**src/rtl/rv32i_types.sv**
```systemverilog
// Shared RV32I pipeline types: load ops, writeback mux select, stage register layouts.
// Also holds the MEM-stage FSM state type and a helper that copies the fields EX/MEM and MEM/WB share.
package rv32i_types;

    typedef enum logic [2:0] {
        lb  = 3'b000,
        lh  = 3'b001,
        lw  = 3'b010,
        lbu = 3'b100,
        lhu = 3'b101
    } load_ops;

    typedef enum logic [2:0] {
        alu_out_wb = 3'd0,
        branch_wb  = 3'd1,
        u_imm_wb   = 3'd2,
        lw_wb      = 3'd3,
        pc_4_wb    = 3'd4
    } regf_mux_t;

    typedef struct packed {
        logic      regf_we;
        regf_mux_t regf_mux;
    } control_wb_t;

    typedef struct packed {
        logic        valid;
        logic [31:0] pc;
        logic [4:0]  rd_s;
        logic [31:0] alu_out;
        logic        branch;
        logic [31:0] u_imm;
        logic [31:0] mem_addr;
        logic [3:0]  mem_rmask;
        logic [3:0]  mem_wmask;
        logic [31:0] mem_wdata;
        logic        memread;
        load_ops     load_op;
        control_wb_t control_wb;
    } ex_mem_stage_reg_t;

    typedef struct packed {
        logic        valid;
        logic [31:0] pc;
        logic [4:0]  rd_s;
        logic [31:0] alu_out;
        logic        branch;
        logic [31:0] u_imm;
        logic [31:0] mem_addr;
        logic [3:0]  mem_rmask;
        logic [3:0]  mem_wmask;
        logic [31:0] mem_wdata;
        logic [31:0] mem_rdata;
        logic [31:0] load_type;
        control_wb_t control_wb;
    } mem_wb_stage_reg_t;

    typedef enum logic {mem_idle, mem_wait} mem_state_t;

    // mem_rdata and load_type are left zero; the caller fills them for memory ops.
    function automatic mem_wb_stage_reg_t wb_from_ex(ex_mem_stage_reg_t ex);
        mem_wb_stage_reg_t w;
        w            = '0;
        w.valid      = ex.valid;
        w.pc         = ex.pc;
        w.rd_s       = ex.rd_s;
        w.alu_out    = ex.alu_out;
        w.branch     = ex.branch;
        w.u_imm      = ex.u_imm;
        w.mem_addr   = ex.mem_addr;
        w.mem_rmask  = ex.mem_rmask;
        w.mem_wmask  = ex.mem_wmask;
        w.mem_wdata  = ex.mem_wdata;
        w.control_wb = ex.control_wb;
        return w;
    endfunction

endpackage

```
**src/rtl/mem_stage_load_align.sv**
```systemverilog
// Extracts and extends the addressed byte/halfword/word from a 32-bit read word.
// Purely combinational so the WB stage can reuse it unchanged.
module load_align
    import rv32i_types::*;
(
    input  logic [31:0] rdata,
    input  logic [1:0]  addr,
    input  load_ops     load_op,
    output logic [31:0] value
);

    logic [7:0]  byte_sel;
    logic [15:0] half_sel;

    always_comb begin
        byte_sel = rdata[7:0];
        case (addr)
            2'd0: byte_sel = rdata[7:0];
            2'd1: byte_sel = rdata[15:8];
            2'd2: byte_sel = rdata[23:16];
            2'd3: byte_sel = rdata[31:24];
            default: byte_sel = rdata[7:0];
        endcase
        half_sel = addr[1] ? rdata[31:16] : rdata[15:0];

        value = rdata;
        case (load_op)
            lb:      value = {{24{byte_sel[7]}}, byte_sel};
            lbu:     value = {24'd0, byte_sel};
            lh:      value = {{16{half_sel[15]}}, half_sel};
            lhu:     value = {16'd0, half_sel};
            lw:      value = rdata;
            default: value = rdata;
        endcase
    end

endmodule

```
**src/rtl/mem_stage.sv**
```systemverilog
// RV32I memory stage: issues one data-memory request per load/store, stalls until the
// response, registers MEM/WB and supplies the MEM-stage forwarding value to EX.
//
// state    | meaning
// mem_idle | no request outstanding; a load/store here is issued this cycle
// mem_wait | request issued, waiting for the one-cycle dmem_resp pulse
module mem_stage
    import rv32i_types::*;
#(
    parameter int PERF_W = 16
) (
    input  logic              clk,
    input  logic              rst,
    input  ex_mem_stage_reg_t ex_mem_i,
    output logic [31:0]       dmem_addr,
    output logic [3:0]        dmem_rmask,
    output logic [3:0]        dmem_wmask,
    output logic [31:0]       dmem_wdata,
    input  logic [31:0]       dmem_rdata,
    input  logic              dmem_resp,
    output logic              mem_stall,
    output mem_wb_stage_reg_t mem_wb_o,
    output logic              fwd_valid,
    output logic [4:0]        fwd_rd_s,
    output logic [31:0]       fwd_data,
    output logic [PERF_W-1:0] stall_cycles
);

    mem_state_t        state_q, state_d;
    mem_wb_stage_reg_t mem_wb_d;
    logic              mem_op;
    logic [31:0]       load_val;

    assign mem_op     = ex_mem_i.valid & ((|ex_mem_i.mem_rmask) | (|ex_mem_i.mem_wmask));
    assign dmem_addr  = {ex_mem_i.mem_addr[31:2], 2'b00};
    assign dmem_wdata = ex_mem_i.mem_wdata;

    load_align u_load_align (
        .rdata   (dmem_rdata),
        .addr    (ex_mem_i.mem_addr[1:0]),
        .load_op (ex_mem_i.load_op),
        .value   (load_val)
    );

    always_ff @(posedge clk or posedge rst) begin
        if (rst) begin
            state_q <= mem_idle;
        end else begin
            state_q <= state_d;
        end
    end

    // Masks are only driven in the issue cycle, so a held EX/MEM never reissues.
    always_comb begin
        state_d    = state_q;
        dmem_rmask = 4'd0;
        dmem_wmask = 4'd0;
        mem_stall  = 1'b0;
        mem_wb_d   = '0;
        case (state_q)
            mem_idle: begin
                if (mem_op) begin
                    dmem_rmask = ex_mem_i.mem_rmask;
                    dmem_wmask = ex_mem_i.mem_wmask;
                    mem_stall  = 1'b1;
                    state_d    = mem_wait;
                end else begin
                    mem_wb_d = wb_from_ex(ex_mem_i);
                end
            end
            mem_wait: begin
                if (dmem_resp) begin
                    state_d            = mem_idle;
                    mem_wb_d           = wb_from_ex(ex_mem_i);
                    mem_wb_d.mem_rdata = dmem_rdata;
                    mem_wb_d.load_type = (|ex_mem_i.mem_rmask) ? load_val : 32'd0;
                end else begin
                    mem_stall = 1'b1;
                end
            end
        endcase
    end

    always_ff @(posedge clk or posedge rst) begin
        if (rst) begin
            mem_wb_o <= '0;
        end else begin
            mem_wb_o <= mem_wb_d;
        end
    end

    always_ff @(posedge clk or posedge rst) begin
        if (rst) begin
            stall_cycles <= '0;
        end else if (mem_stall && (stall_cycles != {PERF_W{1'b1}})) begin
            stall_cycles <= stall_cycles + PERF_W'(1);
        end
    end

    // Loads are excluded: their data only exists after the response.
    assign fwd_rd_s  = ex_mem_i.rd_s;
    assign fwd_valid = ex_mem_i.valid & ex_mem_i.control_wb.regf_we
                     & (ex_mem_i.rd_s != 5'd0) & ~ex_mem_i.memread;

    always_comb begin
        fwd_data = 32'd0;
        case (ex_mem_i.control_wb.regf_mux)
            alu_out_wb: fwd_data = ex_mem_i.alu_out;
            branch_wb:  fwd_data = {31'd0, ex_mem_i.branch};
            u_imm_wb:   fwd_data = ex_mem_i.u_imm;
            pc_4_wb:    fwd_data = ex_mem_i.pc + 32'd4;
            default:    fwd_data = 32'd0;
        endcase
    end

endmodule
```
**config.mk**
```make
export PLATFORM = sky130hd
export DESIGN_NAME = mem_stage
export DESIGN_NICKNAME = d
export VERILOG_FILES = /design/src/rtl/rv32i_types.sv /design/src/rtl/mem_stage_load_align.sv /design/src/rtl/mem_stage.sv
export SDC_FILE = /design/constraint.sdc
export NUM_CORES = 1
export LEC_CHECK = 0
export CAP_MARGIN = 20
export CELL_PAD_IN_SITES_DETAIL_PLACEMENT = 1
export CELL_PAD_IN_SITES_GLOBAL_PLACEMENT = 2
export CORE_AREA = 2 2 231 233
export CTS_CLUSTER_DIAMETER = 30
export CTS_CLUSTER_SIZE = 20
export DETAILED_ROUTE_END_ITERATION = 16
export DIE_AREA = 0 0 233 235
export PLACE_DENSITY = 0.78
export RECOVER_POWER = 100
export SYNTH_ARGS = -nofsm -noshare
export SYNTH_HDL_FRONTEND = slang
export SYNTH_SLANG_ARGS = --single-unit
```
**constraint.sdc**
```tcl
create_clock -name clk -period 26.1 [get_ports clk]
set_input_delay 5.22 -clock clk [delete_from_list [all_inputs] [get_ports clk]]
set_output_delay 5.22 -clock clk [all_outputs]
set_load 0.005 [all_outputs]
```
### Word-level counts from Yosys, hierarchy flattened

Index checks and enable logic that the tools add are counted.

| cells by class | value |
|---|---|
| reduce and logical (&&, ||, !) cells | 7 |
| equality and inequality tests | 10 |
| add/subtract/negate cells | 2 |
| bitwise gates (word level) | 7 |
| muxes and demuxes | 15 |

Operator list:

| kind | number |
|---|---|
| $mux 243 | 2 |
| $pmux 243 s2 | 1 |
| $pmux 32 s4 | 2 |
| $add 32x3->32 const B | 1 |
| $mux 32 | 1 |
| $pmux 8 s4 | 1 |
| $add 16x1->16 const B | 1 |
| $mux 16 | 1 |
| $mux 4 | 4 |
| $ne 16x16->1 const B | 1 |
| $eq 3x3->1 const B | 3 |
| $reduce_or 4->1 | 2 |
| $eq 3x1->1 const B | 2 |
| $logic_not 3->1 | 2 |
| $reduce_bool 5->1 | 1 |
| $and 1x1->1 | 4 |
| $eq 2x2->1 const B | 2 |
| $eq 3x2->1 const B | 1 |
| $eq 2x1->1 const B | 1 |
| $logic_not 2->1 | 1 |
| $mux 1 | 2 |
| $not 1->1 | 2 |
| $pmux 1 s2 | 1 |
| $logic_and 1x1->1 | 1 |
| $or 1x1->1 | 1 |

| storage, ports and cells | value |
|---|---|
| register bits after elaboration | 260 |
| logic and storage cells | 57 |

### Logic depth before layout (Yosys ltp)

Gate-level depths: netlist of run 1.

| depth | value |
|---|---|
| word-level depth | 6 |
| gate-level depth with buffers | 7 |
| depth with buffers taken out | 6 |

### Hierarchy

A second synthesis of run 1 with hierarchy kept.

| second synthesis, totals | value |
|---|---|
| cell total of the unflattened synthesis | 972 |
| area, all modules | 11086.9 um^2 |

By module, submodules not included:

| module | cells each | seq. area each (um^2) | area an instance (um^2) | times used |
|---|---|---|---|---|
| mem_stage | 861 | 6506.2 | 10418.7 | 1 |
| load_align | 111 | 0.0 | 668.1 | 1 |

### Worst setup path after synthesis of run 1

No wires, ideal clock.

| path | value |
|---|---|
| kind | input port to output port |
| start | input ex_mem_i[152] (netlist bit) |
| end | output fwd_data[18] |
| arrival time | 6.369 ns |
| buffers on the path | 1 |
| path slack | 14.511 ns |
| stages on the path | 7 |
| required time | 20.880 ns |
| cell sequence | ha_1 and4_1 clkbuf_2 and2b_1 nand4_1 xor2_1 o22ai_1 |

| between the ends | value |
|---|---|
| word-level cells in the longest chain between the ends | 2 |

RTL lines:

| item | RTL line | source |
|---|---|---|
| from (decl) | mem_stage.sv:14 | `input ex_mem_stage_reg_t ex_mem_i,` |
| $add 32x3->32 | mem_stage.sv:111 | `pc_4_wb: fwd_data = ex_mem_i.pc + 32'd4;` |
| $pmux 32 s4 | mem_stage.sv:107 | `case (ex_mem_i.control_wb.regf_mux)` |
| to (decl) | mem_stage.sv:25 | `output logic [31:0] fwd_data,` |

Every way passes these cells.

==> results of run 1 <==
## worst max-delay path, stage by stage
cell and delay (ns):
dlygate4sd3_1 0.55, clkinvlp_2 3.00, clkbuf_1 5.42
## sequential cells by signal, summed over array words and instances, names as in the netlist
register and flops:
state_q 1, stall_cycles 16, mem_wb_o 243
## where the power goes
group | internal, mW | total, mW | leakage (nW) | switching [mW]
combinational | 0.125 | 0.235 | 4.21 | 0.110
clock | 0.659 | 0.929 | 1.28 | 0.271
sequential | 0.446 | 0.466 | 3.35 | 0.0194
total | 1.23 | 1.63 | 8.84 | 0.401
## layout by cell type, fill, tap and decap left out, drive strengths merged, types with 25 or more instances in the layout
master / n
dfrtp: 260
a21oi: 26
and2: 189
dlygate4sd3: 363
clkbuf: 100
o22ai: 25
mux2i: 30
clkdlybuf4s50: 221
inv: 34
xor2: 33
nor2: 51
nand2: 47
## metal layers
metal / vias to the layer above / routed length [um] / share of wire (%)
met5: - / 0 / 0
met4: 0 / 1310 / 2.7
met3: 84 / 2920 / 6.1
met2: 322 / 24300 / 51
met1: 4636 / 19300 / 40
li1: 4217 / - / -
## cell type report
| type | count | area, um^2 | area share [%] |
|---|---|---|---|
| clock inverter | 36 | 519 | 2.68 |
| multi-input combinational | 546 | 3410 | 17.6 |
| inverter | 28 | 106 | 0.549 |
| tap | 688 | 861 | 4.44 |
| clock buffer | 96 | 2080 | 10.8 |
| antenna | 1 | 2.50 | 0.0129 |
| timing repair buffer | 592 | 5890 | 30.4 |
| sequential | 260 | 6510 | 33.6 |
## worst paths after layout
path / from / endpoint / slack (ns) / cells after the start
max: rst / mem_wb_o[53] / 10.31 / 3
min: stall_cycles[8] / stall_cycles[8] / 0.52 / 1
max reg2reg: state_q / mem_wb_o[148] / 19.13 / 5
min reg2reg: stall_cycles[8] / stall_cycles[8] / 0.52 / 1
max in group clk: ex_mem_i[157] / fwd_data[27] / 12.17 / 7
min in group asynchronous: rst / mem_wb_o[129] / 6.76 / 2
## cells by family (layout without fill, tap and decap cells)
family / count (synthesis) / in the layout / synth area share, %
xor+xnor: 41 / 41 / 3.31
compound gates: 92 / 92 / 5.52
flops: 260 / 260 / 60.1
buf+inv: 150 / 752 / 8.12
mux: 33 / 33 / 3.08
fa+ha+maj: 2 / 2 / 0.231
other cells: 1 / 3 / 0.0346
simple gates: 376 / 376 / 19.6
==> impl_metrics.yaml, run 1 <==
outcome:
  status: "complete, but fails checks"
  violations: "max-capacitance violations, max-slew violations"
grt:
  use_met1_pct: 20.5
  met3_usage_pct: 4.22
  grt_usage_pct: 17.2
  grt_max_degree: 142
  gr-total-overflow: 0
  grt_pass1_wl_mm: 69.4
  antenna_found_initial: 1
  grt_pass1_vias: 10159
  grt_use_met2_pct: 29.7
  top_usage_layer: "met2"
timing:
  fin_skew_ns: 0.0230
  hold_viol_final: 0
  tns_ns: 0
  timing.hold.ws_ns: 0.518
  tightest_slew_ns: 7.53
  grt_setup_unrepaired: "false"
  drv_slew: 485
  fin_crit_ns: 15.79
  fin_crit_sh_pct: 60.5
  maxClockFrequency_mhz: 63.3
  fin_ws_ns: 10.31
  setup_violations: 0
  timing.slew.headroom_pct: -402
detailed_routing:
  ant_nets: 0
  post_drt_wl_per_cell_um: 21.3
  dr.pass1.iters: 4
  via_per_inst: 4.12
  drcViolationCount: 0
  wirelength_mm: 47.8
  drt_iter0_markers: 350
  vias: 9259
clocking:
  clock_latency_ns: 0.58
  cts_sinks: 260
  max-clock-path-buffers: 3
  htreeDepth: 3
  cts_setup_buffers: 0
  post_cts_resized: 0
  clkTransAtPathRegs_ns: 0.04
  hold_buffers: 0
  cts_buffers: 74
  cts_tree: "built"
  cts_root_buffer: "clkbuf_16"
min_path:
  hold_path.class: "flip-flop to flip-flop"
place:
  hpwl_mm: 36.2
  globalplace.congestion: 0.874
  dp_slack_ns: 12.77
  placed_cells: 2113
  portBuffers: 585
  place_area_mm2: 0.0168
setup_path:
  criticalPathCategory: "input port to async pin"
  startpoint_type: "input port"
  worst_setup_path_end_kind: "async pin"
  cp_data_required_time_ns: 24.88
  worstPathArrival_ns: 14.57
  path_max_fanout: 141
logic_synthesis:
  synth.avg_cell_area_um2: 11.3
  yosysTopAreaCell: "dfrtp_1"
  yosys.cell_types.count: 46
  synth-seq-area-share_pct: 60.1
  netlist_instances: 955
  synth_flop_cell: "dfrtp_1"
  yosys-top-cells-count: "dfrtp_1, and2_1, buf_4, nor2_1, nand2_1"
  synth_edf_count: 0
  yosysMostFrequentCell: "dfrtp_1"
  ys_ff_latch: 260
  yosysWarnings: 0
  syn_area_mm2: 0.0108
  async_flop_share_pct: 100
  synth.area.top_cells: "dfrtp_1, and2_1, buf_4, mux2i_1, xor2_1"
  netlist.area_leader.share_pct: 60.1
layout:
  fill_cells: 5755
  drive_gt1_share_pct: 9.24
  nets: 1722
  syn_to_final_growth_pct: 78.9
  postLayoutCellArea_mm2: 0.0194
  stdcell_count: 2247
  post-route-util_pct: 37.1
floorplanning:
  die-area_mm2: 0.0548
  core_mm2: 0.0522
  die_x_um: 233
  num_rows: 84
  start_util_pct: 20.7
  die_h_um: 235
  io_pins: 588
power_and_ir_drop:
  finalPower_mw: 1.63
  peakVddDrop_mv: 0.0497
  power_density_mw_per_mm2: 84.1
  p_leak_nw: 8.84
job:
  cap_violations: 6
Note: power is estimated with default switching activity, not from simulation.
==> run 2: changes to the inputs <==
CORE_AREA = unset   (was 2 2 231 233)
CORE_UTILIZATION = 21   (was unset)
DIE_AREA = unset   (was 0 0 233 235)
PLACE_DENSITY = 0.82   (was 0.78)
clock period = 13 ns   (was 26.1 ns; I/O delays follow)
==> impl_metrics.yaml, run 2 (synthesis results as in run 1) <==
grt:
  gr-total-overflow: 0
  grt_pass1_vias: 10090
  grt_pass1_wl_mm: 68.2
  grt_usage_pct: 17.5
  grt_max_degree: 143
  antenna_found_initial: 3
clocking:
  htreeDepth: 3
  hold_buffers: 0
  max-clock-path-buffers: 3
  cts_setup_buffers: 0
  cts_sinks: 260
  cts_buffers: 75
  post_cts_resized: 0
  clkTransAtPathRegs_ns: 0.04
  cts_tree: "built"
  clock_latency_ns: 0.58
  cts_root_buffer: "clkbuf_16"
floorplanning:
  core_mm2: 0.0505
  start_util_pct: 21.5
  num_rows: 82
  io_pins: 588
  die-area_mm2: 0.0525
  die_h_um: 229
  die_x_um: 229
power_and_ir_drop:
  peakVddDrop_mv: 0.133
  power_density_mw_per_mm2: 170
  finalPower_mw: 3.30
  p_leak_nw: 8.87
min_path:
  hp-start: "stall_cycles[15]"
  hold_path.class: "flip-flop to flip-flop"
  whs_path_depth: 1
  whs_endpoint: "stall_cycles[15]"
timing:
  hold_viol_final: 0
  timing.slew.headroom_pct: -269
  fin_crit_sh_pct: 74.5
  setup_violations: 0
  tightest_slew_ns: 5.50
  drv_slew: 342
  fin_crit_ns: 9.69
  timing.hold.ws_ns: 0.495
  tns_ns: 0
  grt_setup_unrepaired: "false"
  maxClockFrequency_mhz: 103
  fin_skew_ns: 0.0188
detailed_routing:
  dr.pass1.iters: 4
  vias: 9359
  ant_nets: 0
  post_drt_wl_per_cell_um: 20.8
  drt_iter0_markers: 424
  via_per_inst: 4.18
  drcViolationCount: 0
  wirelength_mm: 46.6
layout:
  top_register: "mem_wb_o"
  layout_common_cells: "dlygate4sd3_1, dfrtp_1, clkdlybuf4s50_1"
  post-route-util_pct: 38.5
  syn_to_final_growth_pct: 79.3
  drive_gt1_share_pct: 9.09
  top_regs: "mem_wb_o x243, stall_cycles x16, state_q x1"
  largest_reg_flops: 243
  nets: 1724
  mostFrequentLayoutCell: "dlygate4sd3_1"
setup_path:
  reg2reg_from: "state_q"
  r2r_end: "mem_wb_o[103]"
  r2r_cells: 5
  criticalPathCategory: "input port to flip-flop"
  worst_setup_path_end_kind: "flip-flop"
  worstPathArrival_ns: 10.18
  rrSetupSlack_ns: 5.86
  startpoint_type: "input port"
  path_max_fanout: 106
  cp_data_required_time_ns: 13.49
job:
  cap_violations: 5
outcome:
  violations: "max-capacitance violations, max-slew violations"
  status: "complete, but fails checks"
place:
  globalplace.congestion: 0.927
  portBuffers: 585
  hpwl_mm: 35.0
run 2: stage by stage:
| stage | setup slack [ns] | cell area [um^2] | cells |
|---|---|---|---|
| finish | 3.31 | 19400 | 2237 |
| floorplan | 3.24 | 10800 | 956 |
| detailed placement | 5.04 | 16800 | 2099 |
| global route | 2.40 | 19400 | 2235 |
| CTS | 5.02 | 19500 | 2234 |
| global placement | 5.06 | 16800 | 2099 |
run 2: how the worst max path moves through the flow:
stage / endpoint / start / depth (start not counted)
floorplan: mem_wb_o[0] / rst / 1
global placement: fwd_data[28] / ex_mem_i[157] / 7
detailed placement: fwd_data[28] / ex_mem_i[157] / 7
CTS: fwd_data[28] / ex_mem_i[157] / 7
global route: mem_wb_o[120] / ex_mem_i[44] / 7
finish: mem_wb_o[103] / ex_mem_i[44] / 7
run 2: report_power, final:
group,switching (mW),internal [mW],leakage (nW),total [mW]
Combinational,0.220,0.253,4.25,0.473
Clock,0.538,1.36,1.27,1.90
Sequential,0.0384,0.896,3.35,0.934
Total,0.797,2.51,8.87,3.30
run 2: per-layer routing:
layer  share of wire, %  track usage, %  up-vias  wire length, um
li1                   -               -     4220                -
met1                 41            21.2     4684            19000
met2                 50            29.5      367            23500
met3                5.8            4.13       88             2690
met4                3.1            7.98        0             1450
met5                  0               0        -                0
run 2: critical path, cell delays in order:
cell,delay (ns)
dlygate4sd3_1,0.59
nor4_1,0.59
nand2_1,0.16
a21oi_1,0.35
clkbuf_1,2.56
clkbuf_1,2.75
and2_1,0.37
run 2: area by class of cell:
class                           count  area [um^2]
Antenna cell                        3         7.51
Tap cell                          672          841
Clock inverter                     35          542
Inverter                           28          106
Multi-Input combinational cell    546         3410
Fill cell                        5481        31100
Sequential cell                   260         6510
Timing Repair Buffer              593         5910
Clock buffer                      100         2090
==> run 3: changes to the inputs <==
clock period = 8.68 ns   (was 13 ns; I/O delays follow)
==> impl_metrics.yaml, run 3 (synthesis results as in run 1) <==
clocking:
  clkTransAtPathRegs_ns: 0.04
  cts_setup_buffers: 0
  cts_tree: "built"
  cts_root_buffer: "clkbuf_16"
  cts_buffers: 72
  hold_buffers: 0
  cts_sinks: 260
  post_cts_resized: 0
  max-clock-path-buffers: 3
  clock_latency_ns: 0.58
  htreeDepth: 3
layout:
  largest_reg_flops: 243
  top_register: "mem_wb_o"
  syn_to_final_growth_pct: 79.0
  top_regs: "mem_wb_o x243, stall_cycles x16, state_q x1"
  layout_common_cells: "dlygate4sd3_1, dfrtp_1, clkdlybuf4s50_1"
  post-route-util_pct: 38.4
  nets: 1721
  drive_gt1_share_pct: 9.43
  mostFrequentLayoutCell: "dlygate4sd3_1"
grt:
  antenna_found_initial: 4
  grt_max_degree: 191
  grt_pass1_wl_mm: 70.0
  grt_pass1_vias: 10489
  grt_usage_pct: 17.9
  gr-total-overflow: 0
timing:
  grt_setup_unrepaired: "false"
  tns_ns: 0
  hold_viol_final: 0
  drv_slew: 326
  fin_skew_ns: 0.0162
  maxClockFrequency_mhz: 145
  tightest_slew_ns: 3.39
  timing.slew.headroom_pct: -126
  timing.hold.ws_ns: 0.517
  fin_ws_ns: 1.80
  setup_violations: 0
  fin_crit_sh_pct: 79.2
  fin_crit_ns: 6.88
floorplanning:
  die_h_um: 229
  die-area_mm2: 0.0525
  num_rows: 82
  start_util_pct: 21.5
  die_x_um: 229
  core_mm2: 0.0505
  io_pins: 588
min_path:
  hold_path.class: "flip-flop to flip-flop"
setup_path:
  worstPathArrival_ns: 5.14
  cp_data_required_time_ns: 6.94
  worst_setup_path_end_kind: "output pin"
  startpoint_type: "input port"
  path_max_fanout: 11
  criticalPathCategory: "input port to output pin"
power_and_ir_drop:
  p_sw_mw: 1.20
  seqPwrFrac_pct: 28.5
  power_density_mw_per_mm2: 252
  pwr-share-comb_pct: 14.5
  clkPwrFrac_pct: 56.9
  swShare_pct: 24.4
  p_leak_nw: 8.86
  p_int_mw: 3.70
  peakVddDrop_mv: 0.157
place:
  portBuffers: 585
  dp_slack_ns: 2.45
  globalplace.congestion: 0.950
  hpwl_mm: 35.3
outcome:
  status: "complete, but fails checks"
  violations: "max-capacitance violations, max-slew violations"
detailed_routing:
  wirelength_mm: 47.2
  drt_iter0_markers: 333
  ant_nets: 0
  vias: 9417
  post_drt_wl_per_cell_um: 21.1
  drcViolationCount: 0
  dr.pass1.iters: 4
  via_per_inst: 4.22
job:
  cap_violations: 5
[run 3: area by class of cell]
cell class              count  area [um^2]
fillers                  5555        31100
flip-flops and latches    260         6510
diodes                      3         7.51
clock inverters            39          558
inverters                  28          109
multi-input cells         546         3410
repair buffers            593         5910
well taps                 672          841
clock buffers              93         2040
[run 3: power groups by stage]
stage / clock, mW / sequential (mW) / combinational (mW)
after floorplan: 0 / 1.43 / 0.244
after global placement: 0 / 1.41 / 0.770
after detailed placement: 0 / 1.42 / 0.780
after CTS: 2.84 / 1.41 / 0.787
after global routing: 2.90 / 1.41 / 0.767
final: 2.79 / 1.40 / 0.711
[run 3: critical path, cell delays in order]
cell and delay, ns:
dlygate4sd3_1 0.66, nand3_1 0.19, nor4_1 1.26, nand4_1 0.27
xor2_1 0.23, o22ai_1 0.15, dlygate4sd3_1 0.63
[run 3: through the flow]
step / cells / instance area, um^2 / power, mW
3_3_place_gp: 2099 / 16900 / 2.18
6_report: 2234 / 19400 / 4.90
5_1_grt: 2233 / 19400 / 5.08
3_5_place_dp: 2099 / 16900 / 2.20
2_1_floorplan: 956 / 10800 / 1.67
4_1_cts: 2231 / 19500 / 5.04
[run 3: path summary, 6_finish.rpt]
check                      cells past startpoint             start          endpoint  slack, ns
setup / recovery                               7     ex_mem_i[157]      fwd_data[29]       1.80
hold / removal                                 1  stall_cycles[15]  stall_cycles[15]       0.52
setup reg to reg                               5           state_q  stall_cycles[10]       4.39
hold reg to reg                                1  stall_cycles[15]  stall_cycles[15]       0.52
max in group asynchronous                      4               rst     mem_wb_o[146]       3.01
min in group asynchronous                      3               rst     mem_wb_o[139]       2.73
[run 3: routing by layer]
layer / routed length (um) / global-route usage [%] / up-vias
met5: 0 / 0 / -
met2: 23600 / 30.0 / 351
met3: 2360 / 3.95 / 94
li1: - / - / 4208
met1: 19600 / 21.7 / 4764
met4: 1680 / 8.44 / 0
